`config.mk`:
```
export PLATFORM = sky130hd
export DESIGN_NAME = reg_file_sb
export DESIGN_NICKNAME = d
export VERILOG_FILES = /design/src/rtl/reg_file_sb.sv
export SDC_FILE = /design/constraint.sdc
export NUM_CORES = 2
export LEC_CHECK = 0
export CAP_MARGIN = 20
export CORE_MARGIN = 8
export CORE_UTILIZATION = 30
export DETAILED_ROUTE_END_ITERATION = 10
export PLACE_DENSITY_LB_ADDON = 0.3
export SYNTH_ARGS = -nofsm -noshare
export SYNTH_HDL_FRONTEND = slang
export SYNTH_SLANG_ARGS = --single-unit
```
`constraint.sdc`:
```
create_clock -name clk -period 13.5 [get_ports clk]
set_input_delay 2.7 -clock clk [delete_from_list [all_inputs] [get_ports clk]]
set_output_delay 2.7 -clock clk [all_outputs]
set_load 0.05 [all_outputs]
```
`src/rtl/reg_file_sb.sv`:
```
// reg_file_sb: dual-read/dual-write register file with per-register pending-write scoreboard.
// Optional REG_FILE_BYPASS_EN forwards same-cycle write data and readiness to the read ports.
module reg_file_sb #(
  parameter int DATA_WIDTH = 32,
  parameter int ADDR_WIDTH = 5,
  parameter int V0_INDEX   = 2
) (
  input  logic                  clk,
  input  logic                  reset_n,
  input  logic [ADDR_WIDTH-1:0] addr_a,
  input  logic [ADDR_WIDTH-1:0] addr_b,
  output logic [DATA_WIDTH-1:0] a,
  output logic [DATA_WIDTH-1:0] b,
  output logic                  ready_a,
  output logic                  ready_b,
  input  logic                  wr0_en,
  input  logic [ADDR_WIDTH-1:0] wr0_addr,
  input  logic [DATA_WIDTH-1:0] wr0_data,
  input  logic                  wr1_en,
  input  logic [ADDR_WIDTH-1:0] wr1_addr,
  input  logic [DATA_WIDTH-1:0] wr1_data,
  input  logic                  claim_en,
  input  logic [ADDR_WIDTH-1:0] claim_addr,
  output logic                  claim_conflict,
  output logic [ADDR_WIDTH:0]   pending_count,
  output logic [DATA_WIDTH-1:0] register_v0
);
  localparam int NUM_REGS = 2**ADDR_WIDTH;
  logic [DATA_WIDTH-1:0] regs [NUM_REGS];
  logic [NUM_REGS-1:0] busy, busy_nxt;
  logic [ADDR_WIDTH:0] cnt_nxt;
  logic w0v, w1v, cv;
  assign w0v = wr0_en && wr0_addr != '0;
  assign w1v = wr1_en && wr1_addr != '0;
  assign cv = claim_en && claim_addr != '0;
  // a claim is a newer producer than any write landing in the same cycle
  always_comb begin
    busy_nxt = busy;
    if (w0v) busy_nxt[wr0_addr] = 1'b0;
    if (w1v) busy_nxt[wr1_addr] = 1'b0;
    if (cv) busy_nxt[claim_addr] = 1'b1;
    cnt_nxt = '0;
    for (int i = 0; i < NUM_REGS; i++) cnt_nxt += (ADDR_WIDTH+1)'(busy_nxt[i]);
  end
  always_ff @(posedge clk or negedge reset_n)
    if (!reset_n) begin
      for (int i = 0; i < NUM_REGS; i++) regs[i] <= '0;
      busy <= '0;
      claim_conflict <= 1'b0;
      pending_count <= '0;
    end else begin
      if (w0v) regs[wr0_addr] <= wr0_data;
      if (w1v) regs[wr1_addr] <= wr1_data;
      busy <= busy_nxt;
      claim_conflict <= cv && busy[claim_addr];
      pending_count <= cnt_nxt;
    end
`ifdef REG_FILE_BYPASS_EN
  logic w0a, w1a, w0b, w1b;
  assign w0a = w0v && wr0_addr == addr_a;
  assign w1a = w1v && wr1_addr == addr_a;
  assign w0b = w0v && wr0_addr == addr_b;
  assign w1b = w1v && wr1_addr == addr_b;
  assign a = w1a ? wr1_data : w0a ? wr0_data : regs[addr_a];
  assign b = w1b ? wr1_data : w0b ? wr0_data : regs[addr_b];
  assign ready_a = !busy[addr_a] || ((w0a || w1a) && !(cv && claim_addr == addr_a));
  assign ready_b = !busy[addr_b] || ((w0b || w1b) && !(cv && claim_addr == addr_b));
`else
  assign a = regs[addr_a];
  assign b = regs[addr_b];
  assign ready_a = !busy[addr_a];
  assign ready_b = !busy[addr_b];
`endif
  assign register_v0 = regs[V0_INDEX];
endmodule
```
After elaboration in Yosys (flattened, before gate mapping)
Index checks and enable logic that the tools add are counted.
{"block": "word_totals", "regBits": 1063, "elab_cells": 132}
{"block": "classes", "addsub": 31, "magnitude_cmp": 14, "muxes": 29, "bitwise_logic": 9, "n_reduce_logical": 14}
{"op": "1024-bit bitwise mux", "n": 2}
{"op": "1024-bit 2-to-1 mux", "n": 2}
{"op": "32-bit binary-select mux with 5-bit select", "n": 2}
{"op": "32-bit demux with 5-bit select", "n": 2}
{"op": "32-bit 2-to-1 mux", "n": 9}
{"op": "6-bit by 1-bit adder with 6-bit output", "n": 26}
{"op": "32-bit AND", "n": 2}
{"op": "32-bit NOT", "n": 2}
{"op": "32-bit bitwise OR", "n": 1}
{"op": "5-bit by 6-bit less-than comparator with 1-bit output, second input constant", "n": 5}
{"op": "6-bit >= comparator, second input constant", "n": 4}
{"op": "5-bit NOT with 6-bit output", "n": 4}
{"op": "1-bit binary-select mux with 5-bit select", "n": 3}
{"op": "1-bit demux with 5-bit select", "n": 3}
{"op": "5-bit by 1-bit >= comparator with 1-bit output, second input constant", "n": 3}
{"op": "5-bit nonzero test", "n": 3}
{"op": "6-bit by 1-bit less-than comparator with 1-bit output, second input constant", "n": 2}
{"op": "1-bit logical AND", "n": 9}
{"op": "5-bit by 1-bit adder with 6-bit output", "n": 1}
{"op": "1-bit 2-to-1 mux", "n": 6}
{"op": "4-bit by 1-bit adder with 5-bit output", "n": 1}
{"op": "3-bit by 1-bit adder with 4-bit output", "n": 1}
{"op": "2-bit by 1-bit adder with 3-bit output", "n": 1}
{"op": "1-bit by 1-bit adder with 2-bit output", "n": 1}
{"op": "1-bit logical NOT", "n": 2}

Longest topological paths before layout
{"block": "logic_depth", "ltp_word": 42, "mapped_depth": 22, "ltp_nobuf": 20}

Least setup slack after synthesis
No wires, ideal clock.
{"block": "synth_path", "path_kind": "input to register", "startpoint": "in wr0_addr[0]", "endpoint": "reg pending_count[4]", "setup_time_ns": 0.080, "t_arrival_ns": 8.010, "path_slack_ns": 5.410, "stages": 21, "n_path_buf": 2, "cell_sequence": "nor2b_1 -> and2_1 -> clkbuf_1 -> nand2_1 -> buf_2 -> a32o_1 -> fa_1 -> inv_1 -> fa_1 -> inv_1 -> fa_1 -> fa_1 -> inv_1 -> fa_1 -> fa_1 -> inv_1 -> ha_1 -> fa_1 -> a21o_1 -> a21oi_1 -> xnor2_1"}
{"element": "start: declaration", "line_no": "17", "rtl": "input logic [ADDR_WIDTH-1:0] wr0_addr,"}
{"element": "5-bit by 6-bit less-than comparator with 1-bit output (implied by the code) / 5-bit by 1-bit >= comparator with 1-bit output (equally long branches)", "line_no": "39", "rtl": "if (w0v) busy_nxt[wr0_addr] = 1'b0;"}
{"element": "1-bit logical AND (implied by the code)", "line_no": "39"}
{"element": "1-bit 2-to-1 mux (implied by the code)", "line_no": "39"}
{"element": "1-bit demux with 5-bit select", "line_no": "39"}
{"element": "32-bit NOT (no source line)"}
{"element": "32-bit AND (no source line)"}
{"element": "32-bit 2-to-1 mux *", "line_no": "39"}
{"element": "32-bit AND (no source line)"}
{"element": "32-bit 2-to-1 mux *", "line_no": "40", "rtl": "if (w1v) busy_nxt[wr1_addr] = 1'b0;"}
{"element": "32-bit bitwise OR (no source line)"}
{"element": "32-bit 2-to-1 mux *", "line_no": "41", "rtl": "if (cv) busy_nxt[claim_addr] = 1'b1;"}
{"element": "via busy_nxt[17]", "line_no": "30", "rtl": "logic [NUM_REGS-1:0] busy, busy_nxt;"}
{"element": "6-bit by 1-bit adder with 6-bit output * (15 in a row)", "line_no": "43", "rtl": "for (int i = 0; i < NUM_REGS; i++) cnt_nxt += (ADDR_WIDTH+1)'(busy_nxt[i]);"}
{"element": "via cnt_nxt[4]", "line_no": "31", "rtl": "logic [ADDR_WIDTH:0] cnt_nxt;"}
{"element": "end signal: assignment", "line_no": "56", "rtl": "pending_count <= cnt_nxt;"}
{"element": "end: declaration", "line_no": "25", "rtl": "output logic [ADDR_WIDTH:0] pending_count,"}
The timed path passes the listed nets; every way through them passes the cells marked *.

Worst setup path in the final report
{"block": "layout_path", "startpoint": "in wr0_addr[3]", "endpoint": "reg pending_count[4]"}
{"block": "layout_between", "elab_chain_cells": 42}
{"element": "5-bit by 6-bit less-than comparator with 1-bit output (implied by the code) / 5-bit by 1-bit >= comparator with 1-bit output (equally long branches)", "line_no": "39"}
{"element": "1-bit logical AND (implied by the code)", "line_no": "39"}
{"element": "1-bit 2-to-1 mux (implied by the code)", "line_no": "39"}
{"element": "1-bit demux with 5-bit select", "line_no": "39"}
{"element": "32-bit NOT (no source line)"}
{"element": "32-bit AND (no source line)"}
{"element": "32-bit 2-to-1 mux *", "line_no": "39"}
{"element": "32-bit AND (no source line)"}
{"element": "[... 3 more ...]"}
{"element": "1-bit by 1-bit adder with 2-bit output", "line_no": "43"}
{"element": "2-bit by 1-bit adder with 3-bit output", "line_no": "43"}
{"element": "3-bit by 1-bit adder with 4-bit output", "line_no": "43"}
{"element": "4-bit by 1-bit adder with 5-bit output", "line_no": "43"}
{"element": "5-bit by 1-bit adder with 6-bit output", "line_no": "43"}
{"element": "6-bit by 1-bit adder with 6-bit output (25 in a row)", "line_no": "43"}
{"element": "6-bit by 1-bit adder with 6-bit output *", "line_no": "43"}
{"element": "via cnt_nxt[4]", "line_no": "31"}
Marks and branches as above.

==> flow_summary_export.csv <==
group,metric,value,unit
pwr,combPwrFrac,32.2,%
global_routing,grt_pass1_vias,48951,
timing,timing.fmax,0.106,GHz
clock_tree,cts.sinks,1063,
worst_setup_path,startpoint,"wr0_addr[3]",
global_routing,grtUsageTotal,20.4,%
worst_setup_path,cpPeakStageDelay,0.95,ns
timing,timing_hold_violations_final,0,
cells_and_area,nNetsFinal,5955,
placed_design,gp_congestion,0.849,
pwr,intPower,8.09,mW
timing,hold_slack,0.392,ns
worst_setup_path,crit_path_max_fanout,34,
die,row_count,173,
worst_setup_path,worst_path_max_delay_cell,"nor3_1",
timing,fin_worst_skew,0.0263,ns
pwr,clkPwrFrac,29.2,%
die,start_util,30.1,%
clock_tree,numCtsBuffers,120,
pwr,seqPwrFrac,38.6,%
detailed_routing,drc,0,
detailed_routing,wl_per_cell,28.2,um
synth,synthCells,6108,
synth,synth_edf_count,0,
clock_tree,cts-root-buf,"clkbuf_16",
placed_design,placed_area,71000,um^2
die,die_w,488,um
worst_setup_path,crit_required,14.21,ns
timing,rsz0062_at_grt,"no",
worst_setup_path,rrSetupSlack,8.24,ns
clock_tree,cts_resized,0,
cells_and_area,final_common_cell,"dfrtp_1",
detailed_routing,drt-initial-drc-count,4883,
placed_design,portBuffers,198,
clock_tree,ctsLongestPathBuffers,3,
synth,seq_area_frac_synth,39.8,%
pwr,powerDensity,161,nW/um^2
detailed_routing,dr.pass1.iters,7,
hold_path,hp-class,"flip-flop to flip-flop",
cells_and_area,multi_input_area,37000,um^2
cells_and_area,layout_common_cells,"dfrtp_1, mux2i_1, nor2_1",
die,die-area,238000,um^2
flow_run,maxCapViolCount,0,
worst_setup_path,crit_path_frequent_cell,"fa_1",
synth,syn_nets,6233,
die,coreArea,222000,um^2
clock_tree,h-tree-depth,3,
synth,ys_ff_latch,1063,
worst_setup_path,worst_setup_path_start_kind,"input pin",
detailed_routing,wl,251000,um
cells_and_area,utilization,33.9,%
timing,final_max_slew_viol_count,0,
placed_design,dp_hpwl,143000,um
cells_and_area,regArea,26600,um^2
pwr,leakage,31.7,nW
global_routing,grt_max_degree,165,
placed_design,post-place-cells,8683,
cells_and_area,finalInstanceArea,75200,um^2
timing,final.setup.tns,0,ns
timing,finalCriticalPeriod,9.39,ns
worst_setup_path,path_cells,"clkdlybuf4s50_1 -> nor3_1 -> nand2_4 -> a32oi_1 -> fa_1 -> inv_1 -> fa_1 -> fa_1 -> fa_1 -> inv_1 -> fa_1 -> fa_1 -> inv_1 -> ha_1 -> fa_1 -> a21o_1 -> a21oi_1 -> xnor2_1",
detailed_routing,vias_per_cell,5.54,
synth,syn-cell-area,66900,um^2
pwr,vdd_drop_max,258,uV
global_routing,grt.overflow.total,0,
worst_setup_path,crit_path_end,"pending_count[4]",
outcome,outcome,"complete, no violations",
global_routing,grt_antenna_before_repair,7,
worst_setup_path,critPathTopFamily,"adder cells",
cells_and_area,finalNonFillerCells,8913,
worst_setup_path,timing.rr.end,"pending_count[4]",
pwr,switching_share,33.4,%
timing,worstMarginPinSlew,1.19,ns
worst_setup_path,crit_type,"input pin to flip-flop",
die,ios,199,
global_routing,grt_pass1_wl,362000,um
cells_and_area,fill_cells,21979,
synth,yosys.cell_types.count,57,
synth,synth_area_per_cell,10.9,um^2
die,chipHeight,488,um
timing,slew_headroom,20.8,%
worst_setup_path,critical_path_cell_count,18,
synth,yosysWarnings,0,
worst_setup_path,arrival,10.10,ns
worst_setup_path,r2r_start,"busy[27]",
placed_design,pre_cts_slack,3.36,ns
worst_setup_path,end_kind,"flip-flop",
detailed_routing,drtAntennaViolNets,0,
timing,layout_setup_ws,4.11,ns
hold_path,hold_depth,0,
clock_tree,clock_latency,0.78,ns
clock_tree,clkTransAtPathRegs,0.06,ns
clock_tree,cts_tree,"done",
worst_setup_path,rr_worst_depth,17,
timing,finalCritPeriodShare,69.6,%
clock_tree,ctsHoldBuffers,0,
timing,final-setup-viol-count,0,
cells_and_area,final_layout_size_suffix_gt1_share,20.9,%
synth,async_reset_ff_share,100,%
clock_tree,post-cts-setup-buffers,0,
pwr,power,12.1,mW
synth,synth_flop_cell,"dfrtp_1",
pwr,switching_power,4.05,mW
worst_setup_path,worst-path-buf-inv,4,
cells_and_area,synthToLayoutAreaGrowth,12.4,%
detailed_routing,vias,49395,
==> Yosys cell counts, drive strengths merged (24+ instances only) <==
cell	count	area share (%)
dfrtp	1063	40
mux2i	994	15
nor2	612	3.5
nand2	565	3.2
mux4	528	18
a21oi	517	3.9
o21ai	493	3.7
clkbuf	430	2.4
buf	329	2.8
mux2	272	4.6
o22ai	130	1.2
inv	35	0.20
fa	24	0.72
==> logic make-up (layout without fill, tap and decap cells) <==
kind of cell             Yosys count  in the layout  synth area share [%]
AND/OR/NAND/NOR                 1244           1244                  7.41
XOR/XNOR                           3              3                0.0393
adder cells (fa/ha/maj)           31             31                 0.850
AO/OA/AOI/OAI                   1179           1179                  9.28
other                              0              3                     0
flip-flops                      1063           1063                  39.8
buffers and inverters            794            621                  5.40
multiplexers                    1794           1794                  37.2
==> per-layer routing <==
layer	track usage, %	part of all wire, %	vias to the layer above
li1	-	-	21558
met1	26.0	40	25134
met2	34.2	48	2160
met3	4.17	7.4	541
met4	7.83	4.4	2
met5	0	0.023	-
==> worst register-to-register path, cell delays in order, from the launching register on <==
cell     delay, ns
dfrtp_1       0.41
nand2_1       0.07
o21ai_0       0.17
fa_1          0.61
inv_1         0.06
fa_1          0.54
inv_1         0.07
fa_1          0.48
fa_1          0.56
inv_1         0.05
fa_1          0.45
fa_1          0.50
inv_1         0.05
ha_1          0.23
fa_1          0.46
a21o_1        0.19
a21oi_1       0.16
xnor2_1       0.13
==> worst min-delay path by stage <==
stage,to,start,slack [ns]
global placement,regs[1018],regs[1018],0.38
floorplan,regs[1000],regs[1000],0.44
finish,regs[1021],regs[1021],0.39
global route,regs[992],regs[992],0.41
detailed placement,regs[1021],regs[1021],0.38
CTS,regs[1022],regs[1022],0.40
==> power groups by stage <==
| stage | Combinational, mW | Sequential, mW | Clock, mW |
|---|---|---|---|
| after floorplan | 2.98 | 4.50 | 0 |
| after global placement | 3.90 | 4.65 | 0 |
| after detailed placement | 3.94 | 4.71 | 0 |
| after CTS | 3.95 | 4.66 | 3.61 |
| after global routing | 4.31 | 4.78 | 3.74 |
| final | 3.92 | 4.69 | 3.54 |
==> registers in the layout, indices dropped and copies added, names as in the netlist <==
name            cells
claim_conflict      1
regs              992
register_v0        32
pending_count       6
busy               32
==> layout make-up <==
type                    instances  share of cell area, %
inverters                      35                  0.175
clock buffers                 174                   4.68
diodes                          3                0.00998
clock inverters                53                  0.920
repair buffers                359                   4.64
well taps                    2975                   4.95
multi-input cells            4251                   49.3
flip-flops and latches       1063                   35.4
No activity file was read; power rests on OpenSTA's default activity.
